**src/rtl/scan_loader.sv**
```systemverilog
// Scan-chain loader: streams host words LSB-first into a serial scan chain and
// returns the bits ejected from the chain tail as readback words.
module scan_loader #(
    parameter int CHAIN_LEN = 1024,
    parameter int WORD_W    = 32
) (
    input  logic              PCLK,
    input  logic              RESETN,
    input  logic              START,
    output logic              BUSY,
    output logic              DONE,
    input  logic [WORD_W-1:0] DIN,
    input  logic              DIN_VALID,
    output logic              DIN_READY,
    output logic              SE,
    output logic              SIN,
    input  logic              SOUT,
    output logic [WORD_W-1:0] DOUT,
    output logic              DOUT_VALID,
    input  logic              DOUT_READY,
    output logic [1:0]        STATE_DBG
);

    localparam int CNT_W = $clog2(CHAIN_LEN + 1);
    localparam int IDX_W = (WORD_W > 1) ? $clog2(WORD_W) : 1;

    typedef enum logic [1:0] {
        IDLE  = 2'd0,
        LOAD  = 2'd1,
        SHIFT = 2'd2,
        DRAIN = 2'd3
    } state_t;

    state_t             state;
    logic [CNT_W-1:0]   bit_cnt;
    logic [IDX_W-1:0]   idx;
    logic [WORD_W-1:0]  din_q;
    logic [WORD_W-1:0]  cap_q;
    logic [WORD_W-1:0]  cap_next;
    logic               chain_end;
    logic               word_end;

    // Valid/ready: a word moves on any rising edge where valid and ready are
    // both high; a source holds valid and data stable until that edge.
    assign DIN_READY = (state == LOAD) && !DOUT_VALID;
    assign STATE_DBG = state;

    // Words start on WORD_W boundaries, so a word ends on a full word or at
    // the end of the chain, whichever comes first.
    always_comb begin
        cap_next      = cap_q;
        cap_next[idx] = SOUT;
        chain_end     = (32'(bit_cnt) + 32'd1) == 32'(CHAIN_LEN);
        word_end      = (32'(idx) == 32'(WORD_W - 1)) || chain_end;
    end

    always_ff @(posedge PCLK or negedge RESETN) begin
        if (!RESETN) begin
            state      <= IDLE;
            bit_cnt    <= '0;
            idx        <= '0;
            din_q      <= '0;
            cap_q      <= '0;
            BUSY       <= 1'b0;
            DONE       <= 1'b0;
            SE         <= 1'b0;
            SIN        <= 1'b0;
            DOUT       <= '0;
            DOUT_VALID <= 1'b0;
        end else begin
            DONE <= 1'b0;
            if (DOUT_VALID && DOUT_READY) begin
                DOUT_VALID <= 1'b0;
            end
            case (state)
                IDLE: begin
                    if (START) begin
                        state   <= LOAD;
                        bit_cnt <= '0;
                        BUSY    <= 1'b1;
                    end
                end
                LOAD: begin
                    if (DIN_VALID && DIN_READY) begin
                        SE    <= 1'b1;
                        SIN   <= DIN[0];
                        din_q <= DIN >> 1;
                        cap_q <= '0;
                        idx   <= '0;
                        state <= SHIFT;
                    end
                end
                SHIFT: begin
                    bit_cnt <= bit_cnt + CNT_W'(1);
                    if (word_end) begin
                        SE         <= 1'b0;
                        SIN        <= 1'b0;
                        DOUT       <= cap_next;
                        DOUT_VALID <= 1'b1;
                        state      <= chain_end ? DRAIN : LOAD;
                    end else begin
                        idx   <= idx + IDX_W'(1);
                        cap_q <= cap_next;
                        SIN   <= din_q[0];
                        din_q <= din_q >> 1;
                    end
                end
                DRAIN: begin
                    if (DOUT_VALID && DOUT_READY) begin
                        state <= IDLE;
                        DONE  <= 1'b1;
                        BUSY  <= 1'b0;
                    end
                end
                default: state <= IDLE;
            endcase
        end
    end

endmodule
```
**config.mk**
```make
export PLATFORM = sky130hd
export DESIGN_NAME = scan_loader
export DESIGN_NICKNAME = d
export VERILOG_FILES = /design/src/rtl/scan_loader.sv
export SDC_FILE = /design/constraint.sdc
export NUM_CORES = 1
export LEC_CHECK = 0
export ABC_AREA = 1
export CAP_MARGIN = 20
export CELL_PAD_IN_SITES_DETAIL_PLACEMENT = 0
export CELL_PAD_IN_SITES_GLOBAL_PLACEMENT = 1
export CORE_AREA = 2 2 126 128
export DETAILED_ROUTE_END_ITERATION = 8
export DIE_AREA = 0 0 128 130
export HOLD_SLACK_MARGIN = 0.06
export PLACE_DENSITY = 0.82
export SLEW_MARGIN = 20
export SYNTH_ARGS = -nofsm -noshare
export SYNTH_HDL_FRONTEND = slang
export SYNTH_SLANG_ARGS = --single-unit
```
**constraint.sdc**
```tcl
create_clock -name PCLK -period 2.2 [get_ports PCLK]
set_input_delay 0.33 -clock PCLK [delete_from_list [all_inputs] [get_ports PCLK]]
set_output_delay 0.33 -clock PCLK [all_outputs]
set_load 0.01 [all_outputs]
```
-- After elaboration in Yosys (flattened, before gate mapping)
Cells that the tools add are included.
- register bits after elaboration: 119
- logic and storage cells: 77
- output and inout bits: 40
- RAM bits: 0
- latch bits: 0
- memories: 0
- ROM bits: 0
- input port bits: 38
- equality and inequality tests: 10
- multipliers: 0
- bitwise logic cells: 0
- divide/modulo/power cells: 0
- add/subtract/negate cells: 3
- $lt $le $gt $ge: 2
- mux-type cells: 34
- shifts and indexed selects: 0
- reductions and logical operators: 17
- operators by type and width (kind ; count):
    32-bit two-way mux ; 4
    32-bit case mux with 2 select lines ; 2
    32-bit bitwise mux ; 1
    11-bit case mux with 2 select lines ; 1
    11-bit by 1-bit adder with 12-bit output (second input constant) ; 1
    12-bit by 11-bit == test with 1-bit output (second input constant) ; 1
    1-bit two-way mux ; 12
    11-bit by 1-bit adder with 11-bit output (second input constant) ; 1
    11-bit two-way mux ; 1
    2-bit two-way mux ; 5
    5-bit two-way mux ; 2
    5-bit case mux with 2 select lines ; 1
    3-bit AND reduction ; 3
    2-bit != test (second input constant) ; 4
    2-bit case mux with 4 select lines ; 1
    5-bit by 6-bit less-than comparator with 1-bit output (second input constant) ; 1
    1-bit case mux with 2 select lines ; 3
    2-bit AND reduction ; 3
    2-bit nonzero test ; 3
    5-bit by 1-bit adder with 5-bit output (second input constant) ; 1
    1-bit demux with 5-bit select ; 1
    5-bit == test (second input constant) ; 1
    5-bit by 1-bit greater-or-equal comparator with 1-bit output (second input constant) ; 1
    2-bit == test (second input constant) ; 2
    other kinds (7) ; 10

-- Logic depth before layout (Yosys ltp)
Gate-level depths: netlist of the first run.
- depth after elaboration: 7
- mapped depth: 16
- mapped depth without buffers: 14

-- Worst setup path after synthesis of the first run
No wires, ideal clock.
- path kind: register to register
- start: register state[1], in the netlist STATE_DBG[1]
- end: register cap_q[0]
- arrival: 2.024 ns
- stages on the path, launching flop included: 13
- setup slack: 0.110 ns
- required time: 2.134 ns
- period minus slack after synthesis: 2.090 ns
- setup time: 0.066 ns
- path buffers: 2
- cell sequence: dfrtp_1 inv_1 ha_1 inv_1 nor2_1 nand2_1 inv_1 nor2_1 nor2_2 buf_2 buf_1 nand3_1 nand2_1
- longest elaborated chain between the ends: 5
- elaborated cells on any way between the ends: 9
- those cells by class: eq/ne (4); mux (1); reduce/logical (4)
- ends and longest elaborated chain (element ; RTL line ; source):
    from (decl) ; 34 ; state_t state;
    from (signal assigned) ; 100 ; state <= chain_end ? DRAIN : LOAD;
    2-bit by 1-bit == test with 1-bit output ; 45 ; assign DIN_READY = (state == LOAD) && !DOUT_VALID;
    1-bit logical AND ; 45 ;
    via DIN_READY ; 14 ; output logic DIN_READY,
    1-bit logical AND ; 84 ; if (DIN_VALID && DIN_READY) begin
    2-bit by 1-bit != test with 1-bit output (no source line) ; n/a ;
    3-bit AND reduction (no source line) ; n/a ;
    to (signal assigned) ; 103 ; cap_q <= cap_next;
    to (decl) ; 38 ; logic [WORD_W-1:0] cap_q;
The timed path passes the listed nets, and every way through them passes these cells.
A chain may end at the register's enable or synchronous reset.

-- Worst setup path after layout of the first run
- start: register bit_cnt[1]
- end: register DOUT[17]
- longest elaborated chain between the ends: 4
- ends and longest elaborated chain (element ; RTL line ; source):
    from (decl) ; 35 ; logic [CNT_W-1:0] bit_cnt;
    from (signal assigned) ; 94 ; bit_cnt <= bit_cnt + CNT_W'(1);
    11-bit by 1-bit adder with 12-bit output ; 53 ; chain_end = (32'(bit_cnt) + 32'd1) == 32'(CHAIN_LEN);
    12-bit by 11-bit == test with 1-bit output ; 53 ;
    1-bit logical OR ; 54 ; word_end = (32'(idx) == 32'(WORD_W - 1)) || chain_end;
    2-bit AND reduction (no source line) ; n/a ;
    to (signal assigned) ; 98 ; DOUT <= cap_next;
    to (decl) ; 18 ; output logic [WORD_W-1:0] DOUT,
No other way between the ends.

==> metrics.md, run 1 <==
| Metric | Value |
|---|---|
| Diodes inserted | 0 |
| Crit path max fanout | 30 |
| Critical Path End Type | register |
| Port bufs | 77 |
| Antenna violations before repair | 0 |
| Root Buffer | clkbuf_16 |
| Post-synth cell types | 26 |
| Peak VDD IR | 0.0006420 V |
| Half-perimeter wire length after placement | 9786 um |
| Commonest non-fill, non-tap cells in the layout | nand2_1, dfrtp_1, nand3_1, clkdlybuf4s50_1, nor2_1 |
| Area growth, synth to finish | 32.64% |
| Routed wire per std cell | 14.10 um |
| Max Cap Viol | 0 |
| Slew @ Worst Pin | 0.4282 ns |
| Number of synthesized register bits | 118 |
| WS Path Type | register to register |
| Setup_tns | 0 ns |
| Netlist area before placement | 6133 um2 |
| Post-Syn Nets | 846 |
| CP startpoint kind | register |
| Minimum clock period | 2.158 ns |
| Bufs on Longest Clock Path | 2 |
| Vias in the first global route | 5,277 |
| Lkg Pwr | 4.147 nW |
| RSZ-0062 raised after global routing | true |
| Final Skew | 0.005504 ns |
| Cell count after synthesis | 797 |
| DRT iter0 DRCs | 322 |
| Max Slew Vio Count | 0 |
| Sequential share of the synthesized area | 48.14% |
| Initial DRT Pass Iterations | 4 |
| Global route overflow | 0 |
| Die area | 16,640 um2 |
| TritonCTS clock tree | yes |
| Num CTS Buffers | 17 |
| Mean Syn Cell Area | 7.696 um2 |
| Power Density | 1112 nW/um2 |
| Largest net degree at the start of global routing | 53 |
| WL final | 15,400 um |
| Total GRT Usage | 19.43% |
| Total Nets Final | 936 |
| Crit share post-route | 98.09% |
| H-tree depth | 4 |
| Die X | 128 um |
| I/O Pins | 78 |
| Worst-path clk slew | 0.06 ns |
| Fraction of layout cells with a size suffix above 1 | 10.67% |
| Post-Route Utilization | 52.74% |
| Final Wtd Congestion | 0.7873 |
| Clock sinks | 118 |
| First-pass GRT wire length | 25,670 um |
| Final setup viols | 0 |
| Fmax | 463.4 MHz |
| Worst hold path type | primary input to asynchronous set/reset pin |
| Rel. slew slack | 71.45% |
| Most common cell after layout, fill and taps aside | nand2_1 |
| Die Ht | 130 um |
| CORE AREA | 15,420 um2 |
| Starting density of the core | 39.76% |
| Final Hold Viols | 0 |
| WP data arrival | 2.45 ns |
| Outcome | complete, no violations |
| DRC violations left | 0 |
| Clk_lat worst skew | 0.41 ns |
| Synth warnings | 0 |
| Rows | 46 |
| Vias | 5,360 |
| Filler cells | 1,479 |
| Worst EP required | 2.49 ns |
| ANT nets after route | 0 |
| Avg Vias per Cell | 4.908 |
-- registers in the layout, indices dropped and copies added (netlist names), 2 cells and up --
name,cells
DOUT,32
cap_q,32
din_q,31
bit_cnt,11
idx,5
STATE_DBG,2
-- final cells by class --
cell class | instances | area (um2) | area share [%]
repair buffers | 118 | 1270 | 15.61
well taps | 192 | 240.2 | 2.953
multi-input cells | 600 | 2889 | 35.51
inverters | 32 | 120.1 | 1.476
flip-flops and latches | 118 | 2955 | 36.33
clock buffers | 19 | 432.9 | 5.321
clock inverters | 13 | 227.7 | 2.799
-- worst paths after layout --
kind / from / slack (ns) / end / cells after the start
max: bit_cnt[1]$_DFFE_PN0P_ / 0.04 / DOUT[17]$_DFFE_PN0P_ / 14
min: RESETN / 0.37 / din_q[4]$_DFFE_PN0P_ / 2
max reg2reg: bit_cnt[1]$_DFFE_PN0P_ / 0.04 / DOUT[17]$_DFFE_PN0P_ / 14
min reg2reg: din_q[1]$_DFFE_PN0P_ / 0.47 / din_q[1]$_DFFE_PN0P_ / 2
max in group asynchronous: RESETN / 1.25 / DOUT[5]$_DFFE_PN0P_ / 3
min in group PCLK: din_q[1]$_DFFE_PN0P_ / 0.47 / din_q[1]$_DFFE_PN0P_ / 2
-- synthesized netlist by cell type (all sizes together) --
cell type	instances	area share, %
a211oi	1	0.12
a21boi	1	0.12
a21oi	2	0.16
buf	24	2.9
clkbuf	23	1.4
clkinv	1	0.061
dfrtp	118	48
ha	11	2.2
inv	31	1.9
mux2i	32	5.2
nand2	348	22
nand3	82	6.8
nand3b	1	0.12
nand4	3	0.31
nor2	68	4.4
o21ai	41	3.3
o21bai	1	0.12
o22ai	7	0.71
xor2	2	0.29
-- metrics by stage --
step | worst slack (ns) | instances | hold slack [ns] | area [um2] | power (mW)
after floorplan | 0.1099 | 797 | 0.03441 | 6133 | 4.773
after global routing | -0.1282 | 1092 | 0.3951 | 8135 | 9.650
final | 0.04204 | 1092 | 0.3662 | 8135 | 9.050
after CTS | 0.01161 | 1080 | 0.3618 | 7913 | 9.129
after global placement | 0.1105 | 1047 | 0.2574 | 7242 | 5.915
after detailed placement | 0.07421 | 1047 | 0.2504 | 7242 | 5.949
-- per-layer routing --
| layer | GRT usage (%) | vias up | routed length, um |
|---|---|---|---|
| met5 | 0 | - | 0 |
| met2 | 32.18 | 84 | 7418 |
| met4 | 7.304 | 0 | 197 |
| met3 | 4.264 | 13 | 505 |
| met1 | 25.16 | 2547 | 7275 |
| li1 | - | 2716 | - |
-- cells by family after synthesis --
| group | share of synthesized area [%] |
|---|---|
| buffers and inverters | 6.283 |
| XOR/XNOR | 0.2856 |
| AO/OA/AOI/OAI | 4.590 |
| flip-flops | 48.14 |
| AND/OR/NAND/NOR | 33.23 |
| multiplexers | 5.222 |
| adder cells (fa/ha/maj) | 2.244 |
-- repair_timing --
item / in CTS / in global routing
hold buffers: 1 / 0
buffers inserted: 0 / 10
endpoints found under the setup margin: 0 / 102
endpoints found under the hold margin: 19 / 0
resized for setup: 0 / 22
-- where the power goes --
part | switching, mW | total (mW) | leakage (nW) | internal (mW)
Sequential | 0.234 | 2.79 | 1.42 | 2.56
Clock | 1.01 | 3.13 | 0.317 | 2.12
Combinational | 1.99 | 3.13 | 2.41 | 1.14
Total | 3.24 | 9.05 | 4.15 | 5.81
-- critical path: stages (launching register included) --
cell,delay [ns]
dfrtp_1,0.42
ha_4,0.19
nand3_4,0.08
nor2_4,0.18
nand3_2,0.08
nand2_1,0.09
nand2_1,0.09
nor2_2,0.15
nand2_2,0.11
nand2_4,0.10
nand2_8,0.07
buf_12,0.16
buf_12,0.16
nand2_1,0.07
o21ai_1,0.07
No activity file was read; power rests on OpenSTA's default activity.
==> run 2, diff against run 1 <==
--- a/config.mk
+++ b/config.mk
@@ -10,6 +10,7 @@
 export CELL_PAD_IN_SITES_DETAIL_PLACEMENT = 0
 export CELL_PAD_IN_SITES_GLOBAL_PLACEMENT = 1
 export CORE_AREA = 2 2 126 128
+export CTS_CLUSTER_DIAMETER = 100
 export DETAILED_ROUTE_END_ITERATION = 8
 export DIE_AREA = 0 0 128 130
 export HOLD_SLACK_MARGIN = 0.06
==> results of run 2 <==
The final DEF is identical to that of run 1; final timing and power are the same.
